## config.mk

```make
export PLATFORM = sky130hd
export DESIGN_NAME = game_state_ctrl
export DESIGN_NICKNAME = d
export VERILOG_FILES = /design/src/rtl/game_state_ctrl.sv
export SDC_FILE = /design/constraint.sdc
export NUM_CORES = 1
export LEC_CHECK = 0
export BUFFER_PORTS_ARGS = -buffer_cell sky130_fd_sc_hd__buf_2
export CAP_MARGIN = 20
export CORE_MARGIN = 4
export CORE_UTILIZATION = 30
export CTS_CLUSTER_SIZE = 16
export DETAILED_ROUTE_END_ITERATION = 8
export GPL_TIMING_DRIVEN = 0
export PLACE_DENSITY = 0.54
export SLEW_MARGIN = 20
export SYNTH_ARGS = -nofsm -noshare
export SYNTH_HDL_FRONTEND = slang
export SYNTH_SLANG_ARGS = --single-unit
export TNS_END_PERCENT = 1
```

## constraint.sdc

```tcl
create_clock -name clk -period 3.8 [get_ports clk]
set_clock_uncertainty 0.1 [all_clocks]
set_input_delay 0.57 -clock clk [delete_from_list [all_inputs] [get_ports clk]]
set_output_delay 0.57 -clock clk [all_outputs]
set_load 0.005 [all_outputs]
```

## src/rtl/game_state_ctrl.sv

```systemverilog
// Breakout-style game controller: serve/play/lose/win sequencing, ball motion,
// brick bookkeeping, score and lives. Every output is driven straight from a register.
module game_state_ctrl #(
    parameter int NUM_BRICKS = 6,
    parameter int LOST_HOLD  = 60
) (
    input  logic                  clk,
    input  logic                  rst,
    input  logic                  frame_tick,
    input  logic                  start,
    input  logic [8:0]            paddle_x,
    input  logic [NUM_BRICKS-1:0] hit,
    input  logic [3:0]            dx,
    input  logic [3:0]            dy,
    output logic [8:0]            ball_x,
    output logic [8:0]            ball_y,
    output logic [NUM_BRICKS-1:0] brick_alive,
    output logic [7:0]            score,
    output logic [1:0]            lives,
    output logic [2:0]            state,
    output logic                  game_over,
    output logic                  win
);

    typedef enum logic [2:0] {
        S_IDLE  = 3'd0,
        S_SERVE = 3'd1,
        S_PLAY  = 3'd2,
        S_LOST  = 3'd3,
        S_WON   = 3'd4,
        S_OVER  = 3'd5
    } state_e;

    localparam int CW = (LOST_HOLD > 1) ? $clog2(LOST_HOLD) : 1;
    localparam logic [CW-1:0] LOST_LAST = CW'(LOST_HOLD - 1);

    localparam logic [8:0] RST_X   = 9'd309;
    localparam logic [8:0] SERVE_Y = 9'd430;
    localparam logic [8:0] X_MAX   = 9'd484;
    localparam logic [8:0] Y_MAX   = 9'd440;
    localparam logic [9:0] SERVE_OFS = 10'd21;

    localparam logic signed [10:0] X_MIN_S = 11'sd134;
    localparam logic signed [10:0] X_MAX_S = 11'sd484;
    localparam logic signed [10:0] Y_MIN_S = 11'sd0;
    localparam logic signed [10:0] Y_MAX_S = 11'sd440;

    state_e                  state_q, state_d;
    logic                    start_q;
    logic [8:0]              ball_x_q, ball_x_d;
    logic [8:0]              ball_y_q, ball_y_d;
    logic [NUM_BRICKS-1:0]   alive_q, alive_d;
    logic [7:0]              score_q, score_d;
    logic [1:0]              lives_q, lives_d;
    logic [CW-1:0]           lost_cnt_q, lost_cnt_d;
    logic                    game_over_q, game_over_d;
    logic                    win_q, win_d;

    logic                    start_edge;
    logic [9:0]              sx_sum;
    logic [8:0]              serve_x;
    logic signed [10:0]      x_sum, y_sum;
    logic [8:0]              play_x, play_y;
    logic                    miss;
    logic [NUM_BRICKS-1:0]   alive_after, newly_hit;
    logic [8:0]              hit_count;
    logic [9:0]              score_sum;
    logic [7:0]              score_after;

    function automatic logic [8:0] popcount(input logic [NUM_BRICKS-1:0] v);
        logic [8:0] c;
        c = '0;
        for (int i = 0; i < NUM_BRICKS; i++) begin
            c = c + {8'd0, v[i]};
        end
        return c;
    endfunction

    assign start_edge = start & ~start_q;

    // Serve position tracks the paddle centre, held inside the right wall.
    always_comb begin
        sx_sum  = {1'b0, paddle_x} + SERVE_OFS;
        serve_x = (sx_sum > {1'b0, X_MAX}) ? X_MAX : sx_sum[8:0];
    end

    // Sums are widened to 11-bit signed so clamping never sees a wrapped value.
    always_comb begin
        x_sum = $signed({2'b00, ball_x_q}) + $signed({{7{dx[3]}}, dx});
        y_sum = $signed({2'b00, ball_y_q}) + $signed({{7{dy[3]}}, dy});

        if (x_sum < X_MIN_S) begin
            play_x = X_MIN_S[8:0];
        end else if (x_sum > X_MAX_S) begin
            play_x = X_MAX;
        end else begin
            play_x = x_sum[8:0];
        end

        if (y_sum < Y_MIN_S) begin
            play_y = Y_MIN_S[8:0];
        end else if (y_sum > Y_MAX_S) begin
            play_y = Y_MAX;
        end else begin
            play_y = y_sum[8:0];
        end

        miss = frame_tick && (play_y == Y_MAX);
    end

    always_comb begin
        newly_hit   = alive_q & hit;
        alive_after = alive_q & ~hit;
        hit_count   = popcount(newly_hit);
        score_sum   = {2'b00, score_q} + {1'b0, hit_count};
        score_after = (score_sum > 10'd255) ? 8'd255 : score_sum[7:0];
    end

    always_comb begin
        state_d    = state_q;
        ball_x_d   = ball_x_q;
        ball_y_d   = ball_y_q;
        alive_d    = alive_q;
        score_d    = score_q;
        lives_d    = lives_q;
        lost_cnt_d = lost_cnt_q;

        case (state_q)
            S_IDLE: begin
                if (start_edge) begin
                    state_d = S_SERVE;
                    score_d = 8'd0;
                    lives_d = 2'd3;
                    alive_d = '1;
                end
            end
            S_SERVE: begin
                if (frame_tick) begin
                    ball_x_d = serve_x;
                    ball_y_d = SERVE_Y;
                end
                if (start_edge) begin
                    state_d = S_PLAY;
                end
            end
            S_PLAY: begin
                alive_d = alive_after;
                score_d = score_after;
                if (frame_tick) begin
                    ball_x_d = play_x;
                    ball_y_d = play_y;
                end
                // Clearing the last brick outranks a simultaneous miss.
                if (alive_after == '0) begin
                    state_d = S_WON;
                end else if (miss) begin
                    if (lives_q <= 2'd1) begin
                        state_d = S_OVER;
                        lives_d = 2'd0;
                    end else begin
                        state_d = S_LOST;
                        lives_d = lives_q - 2'd1;
                    end
                end
            end
            S_LOST: begin
                if (frame_tick) begin
                    if (lost_cnt_q == LOST_LAST) begin
                        lost_cnt_d = '0;
                        state_d    = S_SERVE;
                    end else begin
                        lost_cnt_d = lost_cnt_q + CW'(1);
                    end
                end
            end
            S_WON, S_OVER: begin
                if (start_edge) begin
                    state_d = S_IDLE;
                end
            end
            default: begin
                state_d = S_IDLE;
            end
        endcase

        game_over_d = (state_d == S_OVER);
        win_d       = (state_d == S_WON);
    end

    always_ff @(posedge clk or posedge rst) begin
        if (rst) begin
            state_q     <= S_IDLE;
            start_q     <= 1'b0;
            ball_x_q    <= RST_X;
            ball_y_q    <= SERVE_Y;
            alive_q     <= '1;
            score_q     <= 8'd0;
            lives_q     <= 2'd3;
            lost_cnt_q  <= '0;
            game_over_q <= 1'b0;
            win_q       <= 1'b0;
        end else begin
            state_q     <= state_d;
            start_q     <= start;
            ball_x_q    <= ball_x_d;
            ball_y_q    <= ball_y_d;
            alive_q     <= alive_d;
            score_q     <= score_d;
            lives_q     <= lives_d;
            lost_cnt_q  <= lost_cnt_d;
            game_over_q <= game_over_d;
            win_q       <= win_d;
        end
    end

    assign ball_x      = ball_x_q;
    assign ball_y      = ball_y_q;
    assign brick_alive = alive_q;
    assign score       = score_q;
    assign lives       = lives_q;
    assign state       = state_q;
    assign game_over   = game_over_q;
    assign win         = win_q;

endmodule
```

==> results.sh, run 1 <==
export IMPL_dr_pass1_iters=4
export IMPL_cts_path_max_buffers=2
export IMPL_yosysWarningCount=0
export IMPL_drt_iter0_drc=120
export IMPL_numPortBuffers=64
export IMPL_grt_pass1_vias=3184
export IMPL_worstSetupPathType="reg -> reg"
export IMPL_fill_cells=1223
export IMPL_multi_input_area_um2=2360
export IMPL_cp_cell_sequence="and2_1 -> fa_1 -> inv_1 -> fa_1 -> fa_2 -> fa_2 -> nor2b_2 -> o21ai_1 -> nor2_1 -> nand3_2 -> and3_1 -> a311oi_1"
export IMPL_initial_core_util_pct=31.1
export IMPL_power_mw=3.24
export IMPL_synth_flop_cell="dfrtp_1"
export IMPL_hold_worst_slack_ps=176
export IMPL_maxSlewHeadroom_pct=46.8
export IMPL_slowest_delay_ps=550
export IMPL_num_antenna_cells=0
export IMPL_cp_end_kind="register"
export IMPL_wl_per_cell_um=14.6
export IMPL_netlist_area_um2=3620
export IMPL_grt_pass1_wl_um=15400
export IMPL_yosysSeqAreaShare_pct=32.5
export IMPL_syn_nets=460
export IMPL_tightest_slew_ps=791
export IMPL_regArea_um2=1170
export IMPL_setup_violations=0
export IMPL_ant_nets=0
export IMPL_synthDistinctLibCells=72
export IMPL_finalSetupTns_ps=0
export IMPL_fin_crit_sh_pct=94.2
export IMPL_chipHeight_um=118
export IMPL_r2r_start="brick_alive[0]"
export IMPL_die_w_um=118
export IMPL_dp_hpwl_um=7250
export IMPL_netlist_instances=401
export IMPL_crit_start="brick_alive[0]"
export IMPL_final_common_cell="buf_2"
export IMPL_worstPathArrival_ps=3670
export IMPL_routabilityCongestion=0.816
export IMPL_postPlaceCellArea_um2=4140
export IMPL_vias=3228
export IMPL_drive_above_1_share_pct=26.3
export IMPL_rsz0062_at_grt="no"
export IMPL_design_die_area_um2=13900
export IMPL_clk_latency_ps=290
export IMPL_cellPowerDensity_nw_per_um2=748
export IMPL_grt_overflow=0
export IMPL_final_cell_mix="buf_2, nor2_1, a21oi_1"
export IMPL_postSynthAreaPerCell_um2=9.02
export IMPL_core_area_um2=11600
export IMPL_area_growth_syn_to_layout_pct=19.9
export IMPL_fin_nets=538
export IMPL_ys_ff_latch=46
export IMPL_cts_root_buf="clkbuf_16"
export IMPL_startpoint_type="register"
export IMPL_cap_viol_max_count=0
export IMPL_dpl_cell_count=609
export IMPL_fmax_mhz=279
export IMPL_cp_max_fo=5
export IMPL_fin_area_um2=4340
export IMPL_synthArstFlopShare_pct=100
export IMPL_min_path_type="in -> async"
export IMPL_grt_start_max_net_pins=30
export IMPL_critical_path_required_ps=3890
export IMPL_synth_edf_count=0
export IMPL_drv_slew=0
export IMPL_antenna_found_initial=0
export IMPL_htreeDepth=2
export IMPL_cts_tree="built"
export IMPL_fin_cells=622
export IMPL_viasPerCell=5.19
export IMPL_peakVddDrop_uv=255
export IMPL_clock_sinks=46
export IMPL_min_period_ps=3580
export IMPL_p_leak_nw=1.90
export IMPL_drc_errors=0
export IMPL_cts_buffers=5
export IMPL_hold_viol=0
export IMPL_wirelength_um=9090
export IMPL_gr_usage_all_layers_pct=13.2
export IMPL_status="complete, no violations"
export IMPL_cts_clk_slew_worst_paths_ps=60
export IMPL_pin_count=66
export IMPL_slowest_stage="dfstp_2"
export IMPL_num_rows=39
[state kept, by name, summed over array words and instances (netlist names)]
register     cells
ball_x           9
lost_cnt_q       6
start_q          1
game_over        1
score            8
state            3
brick_alive      6
ball_y           9
win              1
lives            2
[cells in the mapped netlist, drive strengths merged, types with 3 or more instances]
library cell	instances	area, µm²
a211oi	6	55.1
a21o	6	45.0
a21oi	40	204
a221o	4	40.0
a22o	3	26.3
a22oi	3	27.5
a31oi	6	43.8
and2	4	25.0
and3	4	25.0
clkbuf	7	26.3
dfrtp	27	676
dfstp	19	499
fa	6	120
ha	26	325
inv	17	63.8
nand2	26	97.6
nand2b	6	45.0
nand3	11	55.1
nor2	50	188
nor2b	8	57.6
nor3	10	55.1
nor3b	5	37.5
nor4	4	31.3
nor4b	4	41.3
o21a	7	52.6
o21ai	25	129
o22a	3	26.3
o22ai	5	31.3
o31ai	6	72.6
or3	3	18.8
xnor2	11	104
xor2	7	68.8
[per-layer routing]
layer  vias up  GRT usage, %  part of all wire, %
met3         8          2.40                  3.3
li1       1638             -                    -
met5         -             0                    0
met4         0          3.59                  1.3
met1      1534          17.4                   48
met2        48          22.2                   47
[kinds of logic after synthesis]
family                   after synthesis  share of synthesized area (%)
AO/OA/AOI/OAI                        132                           26.1
buffers and inverters                 25                           2.60
adder cells (fa/ha/maj)               32                           12.3
flip-flops                            46                           32.5
XOR/XNOR                              18                           4.78
multiplexers                           2                          0.554
AND/OR/NAND/NOR                      146                           21.2
[critical path, delay by kind of cell, from the launching register on]
kind / cells / cell delay (ps)
buf+inv: 1 / 80
flops: 1 / 550
fa+ha+maj: 4 / 1640
compound gates: 2 / 350
simple gates: 5 / 760
[final cells by class]
type / count / share of cell area, %
sequential: 46 / 27.1
buffer: 8 / 0.693
tap: 143 / 4.13
multi-input combinational: 330 / 54.4
inverter: 17 / 1.47
timing repair buffer: 71 / 8.89
clock buffer: 7 / 3.29
[power by group]
part / switching (mW) / total [mW] / internal, mW
logic: 1.06 / 1.90 / 0.842
registers: 0.178 / 0.905 / 0.727
clock network: 0.178 / 0.437 / 0.259
total: 1.41 / 3.24 / 1.83
[worst paths after layout]
kind / endpoint / slack [ps] / cells after the start
max: score[5] / 220 / 12
min in group clk: start_q / 310 / 1
max reg2reg: score[5] / 220 / 12
min: lost_cnt_q[3] / 180 / 2
min reg2reg: ball_y[8] / 420 / 2
max in group asynchronous: brick_alive[1] / 2860 / 3
[timing repair]
action | in CTS | in global routing
endpoints found under the setup margin | 2 | 8
resized for setup | 0 | 3
pin swaps | 2 | 5
buffers inserted | 4 | 2
hold buffers | 0 | 0
[per-stage QoR]
step           setup slack, ps  util [%]
2_1_floorplan             45.7         -
3_3_place_gp              -321      35.5
3_5_place_dp              -420      35.7
4_1_cts                   51.8      37.2
5_1_grt                   9.18      37.3
6_report                   220      37.3
(Power assumes the default switching activity.)
==> run 2: changes to the inputs <==
--- a/config.mk
+++ b/config.mk
@@ -13,6 +13,7 @@
 export DETAILED_ROUTE_END_ITERATION = 8
 export GPL_TIMING_DRIVEN = 0
 export PLACE_DENSITY = 0.54
+export SETUP_SLACK_MARGIN = 0.3
 export SLEW_MARGIN = 20
 export SYNTH_ARGS = -nofsm -noshare
 export SYNTH_HDL_FRONTEND = slang
==> run 2 against run 1 <==
Net effect:
- design area rose by 0.98%
- clock-buffer cell count did not move
- cell count rose by 0.32%
- first-iteration DRC count rose by 38%
- die area did not move
- setup slack improved by 180 ps
- worst hold slack improved by 3.4 ps
- clock power barely moved
- routed wire length fell by 1.8%
- total power rose by 0.46%
- utilization rose by 0.37 points
- sequential power barely moved
==> results.sh, run 2 (synthesis gave the netlist of run 1 again) <==
export IMPL_status="complete, no violations"
export IMPL_core_area_um2=11600
export IMPL_cap_viol_max_count=0
export IMPL_initial_core_util_pct=31.1
export IMPL_tightest_slew_ps=812
export IMPL_final_common_cell="buf_2"
export IMPL_p_clk_share_pct=13.4
export IMPL_dp_hpwl_um=7120
export IMPL_vias=3215
export IMPL_min_period_ps=3400
export IMPL_fmax_mhz=294
export IMPL_rsz0062_at_grt="yes"
export IMPL_area_growth_syn_to_layout_pct=21.1
export IMPL_seq_power_share_pct=27.8
export IMPL_r2r_start="brick_alive[0]"
export IMPL_gr_usage_all_layers_pct=13.1
export IMPL_r2r_cells=12
export IMPL_peakVddDrop_uv=195
export IMPL_p_leak_nw=1.92
export IMPL_min_path_type="in -> async"
export IMPL_die_w_um=118
export IMPL_cp_max_fo=5
export IMPL_pin_count=66
export IMPL_postPlaceCellArea_um2=4160
export IMPL_rrSetupSlack_ps=400
export IMPL_grt_overflow=0
export IMPL_grt_pass1_wl_um=15400
export IMPL_cts_root_buf="clkbuf_16"
export IMPL_grt_start_max_net_pins=30
export IMPL_power_mw=3.26
export IMPL_clock_sinks=46
export IMPL_drv_slew=0
export IMPL_worstSetupPathType="reg -> reg"
export IMPL_antenna_found_initial=0
export IMPL_fin_nets=539
export IMPL_cts_tree="built"
export IMPL_clk_latency_ps=280
export IMPL_combPwrFrac_pct=58.8
export IMPL_chipHeight_um=118
export IMPL_wl_per_cell_um=14.3
export IMPL_place_ws_ps=-74.8
export IMPL_routabilityCongestion=0.822
export IMPL_final_cell_mix="buf_2, nor2_1, a21oi_1"
export IMPL_intPower_mw=1.84
export IMPL_drive_above_1_share_pct=27.9
export IMPL_drc_errors=0
export IMPL_rr_endpoint="score[5]"
export IMPL_final_util_pct=37.7
export IMPL_p_sw_share_pct=43.4
export IMPL_num_antenna_cells=0
export IMPL_drt_iter0_drc=165
export IMPL_hold_viol=0
export IMPL_viasPerCell=5.15
export IMPL_num_rows=39
export IMPL_cts_path_max_buffers=2
export IMPL_startpoint_type="register"
export IMPL_setup_violations=0
export IMPL_fin_area_um2=4380
export IMPL_cp_end_kind="register"
export IMPL_wirelength_um=8920
export IMPL_cellPowerDensity_nw_per_um2=744
export IMPL_fill_cells=1222
export IMPL_cts_buffers=5
export IMPL_maxSlewHeadroom_pct=45.4
export IMPL_cts_hold_buf=0
export IMPL_dr_pass1_iters=4
export IMPL_design_die_area_um2=13900
export IMPL_power_switching_mw=1.42
export IMPL_worstPathArrival_ps=3490
export IMPL_grt_pass1_vias=3165
export IMPL_cts_clk_slew_worst_paths_ps=60
export IMPL_htreeDepth=2
export IMPL_numPortBuffers=64
export IMPL_hold_worst_slack_ps=180
export IMPL_ant_nets=0
export IMPL_critical_path_required_ps=3890
export IMPL_fin_crit_sh_pct=89.5
export IMPL_fin_ws_ps=399
-- run 2: cell types whose count changed in the layout (fill, tap and decap cells not counted), sizes merged --
cell / previous run / this run
buf: 72 / 73
clkinv: 0 / 1
-- run 2: through the flow --
stage / TNS (ps) / std cells
2_1_floorplan: 0 / 401
3_3_place_gp: -44.1 / 608
3_5_place_dp: -74.8 / 609
4_1_cts: 0 / 623
5_1_grt: 0 / 624
6_report: 0 / 624
-- run 2: power by group through the flow --
stage / Sequential, mW / Clock (mW) / Combinational (mW)
after floorplan: 0.888 / 0 / 1.37
after global placement: 0.914 / 0 / 1.86
after detailed placement: 0.920 / 0 / 1.87
after CTS: 0.909 / 0.452 / 1.93
after global routing: 0.941 / 0.475 / 2.20
final: 0.905 / 0.436 / 1.92
-- run 2: cell type report --
type                    instances  area (µm²)  share of cell area (%)
plain buffers                   8        30.0                   0.686
clock buffers                   7         143                    3.26
clock inverters                 1        5.00                   0.114
inverters                      17        63.8                    1.46
multi-input cells             330        2390                    54.6
flip-flops and latches         46        1170                    26.8
well taps                     143         179                    4.09
repair buffers                 72         393                    8.97
-- run 2: how the worst max path moves through the flow --
stage | start | endpoint | slack (ps) | cells past startpoint
4_1_cts | brick_alive[0] | score[5] | 310 | 12
6_report | brick_alive[0] | score[5] | 400 | 12
2_1_floorplan | hit[2] | score[5] | 280 | 12
3_3_place_gp | hit[2] | score[5] | -40 | 13
3_5_place_dp | hit[2] | score[5] | -70 | 13
5_1_grt | brick_alive[2] | score[5] | 270 | 12
-- run 2: critical path, cell delays in order (launching register included) --
cell,delay (ps)
dfstp_2,530
and2_1,130
fa_1,420
inv_1,80
fa_1,430
fa_2,360
fa_2,350
nor2b_2,140
o21ai_2,90
nor2_2,150
nand3_4,110
and3_4,210
a311oi_1,200
-- run 2: metal layers --
layer	vias to the layer above	track usage, %	part of all wire (%)
met2	51	22.2	47
met4	0	2.71	0.90
met3	6	2.26	2.7
met1	1511	17.5	49
li1	1647	-	-
met5	-	0	0
-- run 2: timing repair --
action                     4_1_cts  5_1_grt
setup endpoints to repair        2        7
buffers inserted                 6        1
gates resized for setup          1        4
pin swaps                        5        3
==> run 3: changes to the inputs <==
--- a/config.mk
+++ b/config.mk
@@ -5,8 +5,10 @@
 export SDC_FILE = /design/constraint.sdc
 export NUM_CORES = 1
 export LEC_CHECK = 0
+export ABC_AREA = 0
 export BUFFER_PORTS_ARGS = -buffer_cell sky130_fd_sc_hd__buf_2
 export CAP_MARGIN = 20
+export CORE_ASPECT_RATIO = 0.6
 export CORE_MARGIN = 4
 export CORE_UTILIZATION = 30
 export CTS_CLUSTER_SIZE = 16
@@ -18,4 +20,4 @@
 export SYNTH_ARGS = -nofsm -noshare
 export SYNTH_HDL_FRONTEND = slang
 export SYNTH_SLANG_ARGS = --single-unit
-export TNS_END_PERCENT = 1
+export TNS_END_PERCENT = 30
==> run 3 against run 2 <==
Net effect:
- design area grew 1.3%
- first-iteration DRC count is 3.6% lower
- combinational power is essentially flat
- critical path depth did not move
- routed wire length increased by 9.7%
- die area rose by 0.42%
- flip-flop and latch count stayed put
- register-to-register slack about the same
- cell count is 2.2% higher
- clock power grew 35%
- utilization increased by 0.77 points
- critical path type unchanged
==> results.sh, run 3 (synthesis gave the netlist of run 1 again) <==
export IMPL_final_common_cell="buf_2"
export IMPL_final_cell_mix="buf_2, nor2_1, a21oi_1"
export IMPL_cp_end_kind="register"
export IMPL_drt_iter0_drc=159
export IMPL_cellPowerDensity_nw_per_um2=778
export IMPL_drv_slew=0
export IMPL_worstPathArrival_ps=3490
export IMPL_startpoint_type="register"
export IMPL_r2r_start="brick_alive[0]"
export IMPL_fin_ws_ps=409
export IMPL_design_die_area_um2=13900
export IMPL_wl_per_cell_um=15.3
export IMPL_maxSlewHeadroom_pct=46.3
export IMPL_ant_nets=0
export IMPL_vias=3276
export IMPL_htreeDepth=2
export IMPL_viasPerCell=5.13
export IMPL_initial_core_util_pct=31.4
export IMPL_cts_path_max_buffers=2
export IMPL_rrSetupSlack_ps=410
export IMPL_fin_crit_sh_pct=89.2
export IMPL_gr_usage_all_layers_pct=14.1
export IMPL_peakVddDrop_uv=287
export IMPL_grt_pass1_wl_um=15700
export IMPL_rr_endpoint="score[5]"
export IMPL_cp_cell_sequence="and2_4 -> fa_1 -> inv_1 -> fa_1 -> fa_2 -> fa_2 -> nor2b_2 -> o21ai_2 -> nor2_4 -> nand3_4 -> and3_4 -> a311oi_2"
export IMPL_min_path_type="in -> async"
export IMPL_grt_overflow=0
export IMPL_rsz0062_at_grt="yes"
export IMPL_r2r_cells=12
export IMPL_p_leak_nw=1.93
export IMPL_tightest_slew_ps=799
export IMPL_cts_clk_slew_worst_paths_ps=70
export IMPL_place_ws_ps=-104
export IMPL_num_antenna_cells=0
export IMPL_routabilityCongestion=0.842
export IMPL_pin_count=66
export IMPL_setup_violations=0
export IMPL_num_rows=30
export IMPL_grt_start_max_net_pins=25
export IMPL_hold_viol=0
export IMPL_min_period_ps=3390
export IMPL_numPortBuffers=64
export IMPL_status="complete, no violations"
export IMPL_slowest_stage="dfstp_2"
export IMPL_wirelength_um=9790
export IMPL_antenna_found_initial=0
export IMPL_grt_pass1_vias=3017
export IMPL_drc_errors=0
export IMPL_area_growth_syn_to_layout_pct=22.6
export IMPL_die_w_um=150
export IMPL_fin_nets=536
export IMPL_drive_above_1_share_pct=27.6
export IMPL_critical_path_required_ps=3900
export IMPL_slowest_delay_ps=560
export IMPL_cp_max_fo=5
export IMPL_cts_buffers=5
export IMPL_power_mw=3.45
export IMPL_cts_tree="built"
export IMPL_clock_sinks=46
export IMPL_fmax_mhz=295
export IMPL_worstSetupPathType="reg -> reg"
export IMPL_dp_hpwl_um=7720
export IMPL_chipHeight_um=93.0
export IMPL_dr_pass1_iters=4
export IMPL_cap_viol_max_count=0
export IMPL_cts_root_buf="clkbuf_16"
export IMPL_clk_latency_ps=290
export IMPL_core_area_um2=11500
[run 3: per-stage QoR]
step	hold WS [ps]	TNS, ps	cell area [µm²]	instances	util [%]
after floorplan	376	0	3640	401	-
after global placement	396	-128	4160	625	36.1
after detailed placement	405	-157	4180	626	36.2
after CTS	249	0	4420	637	38.3
after global routing	265	0	4430	638	38.5
final	222	0	4430	638	38.5
[run 3: how the worst max path moves through the flow]
stage	start	end	slack, ps	depth (start not counted)
after global routing	brick_alive[0]	score[5]	260	13
after detailed placement	hit[2]	score[5]	-100	13
after floorplan	hit[2]	score[5]	280	12
after global placement	hit[2]	score[5]	-100	13
final	brick_alive[0]	score[5]	410	12
after CTS	brick_alive[0]	score[5]	280	12
[run 3: report_power, final]
group	switching, mW	internal [mW]	leakage (nW)
combinational	1.10	0.845	1.28
sequential	0.187	0.727	0.546
clock	0.194	0.395	0.0971
total	1.48	1.97	1.93
[run 3: final cells by class]
cell class	instances	area (µm²)
Fill cell	1185	7090
Multi-Input combinational cell	330	2390
Sequential cell	46	1170
Timing Repair Buffer	69	370
Tap cell	160	200
Clock buffer	6	139
Inverter	17	63.8
Clock inverter	2	60.1
Buffer	8	30.0
[run 3: repair_timing]
item	CTS	global route
endpoints found under the setup margin	3	8
setup buffers	3	1
hold buffers	0	0
gates resized for setup	4	2
pin swaps	6	3
[run 3: layer usage]
metal  global-route usage (%)  share of wire (%)
met4                     2.05               0.41
met2                     17.9                 37
met3                     3.05                5.2
met5                        0                  0
met1                     23.7                 58
[run 3: worst max-delay path, delay by kind of cell, from the launching register on]
| family | cells | cell delay, ps |
|---|---|---|
| adder cells (fa/ha/maj) | 4 | 1590 |
| AND/OR/NAND/NOR | 5 | 700 |
| flip-flops | 1 | 560 |
| AO/OA/AOI/OAI | 2 | 270 |
| buffers and inverters | 1 | 80 |
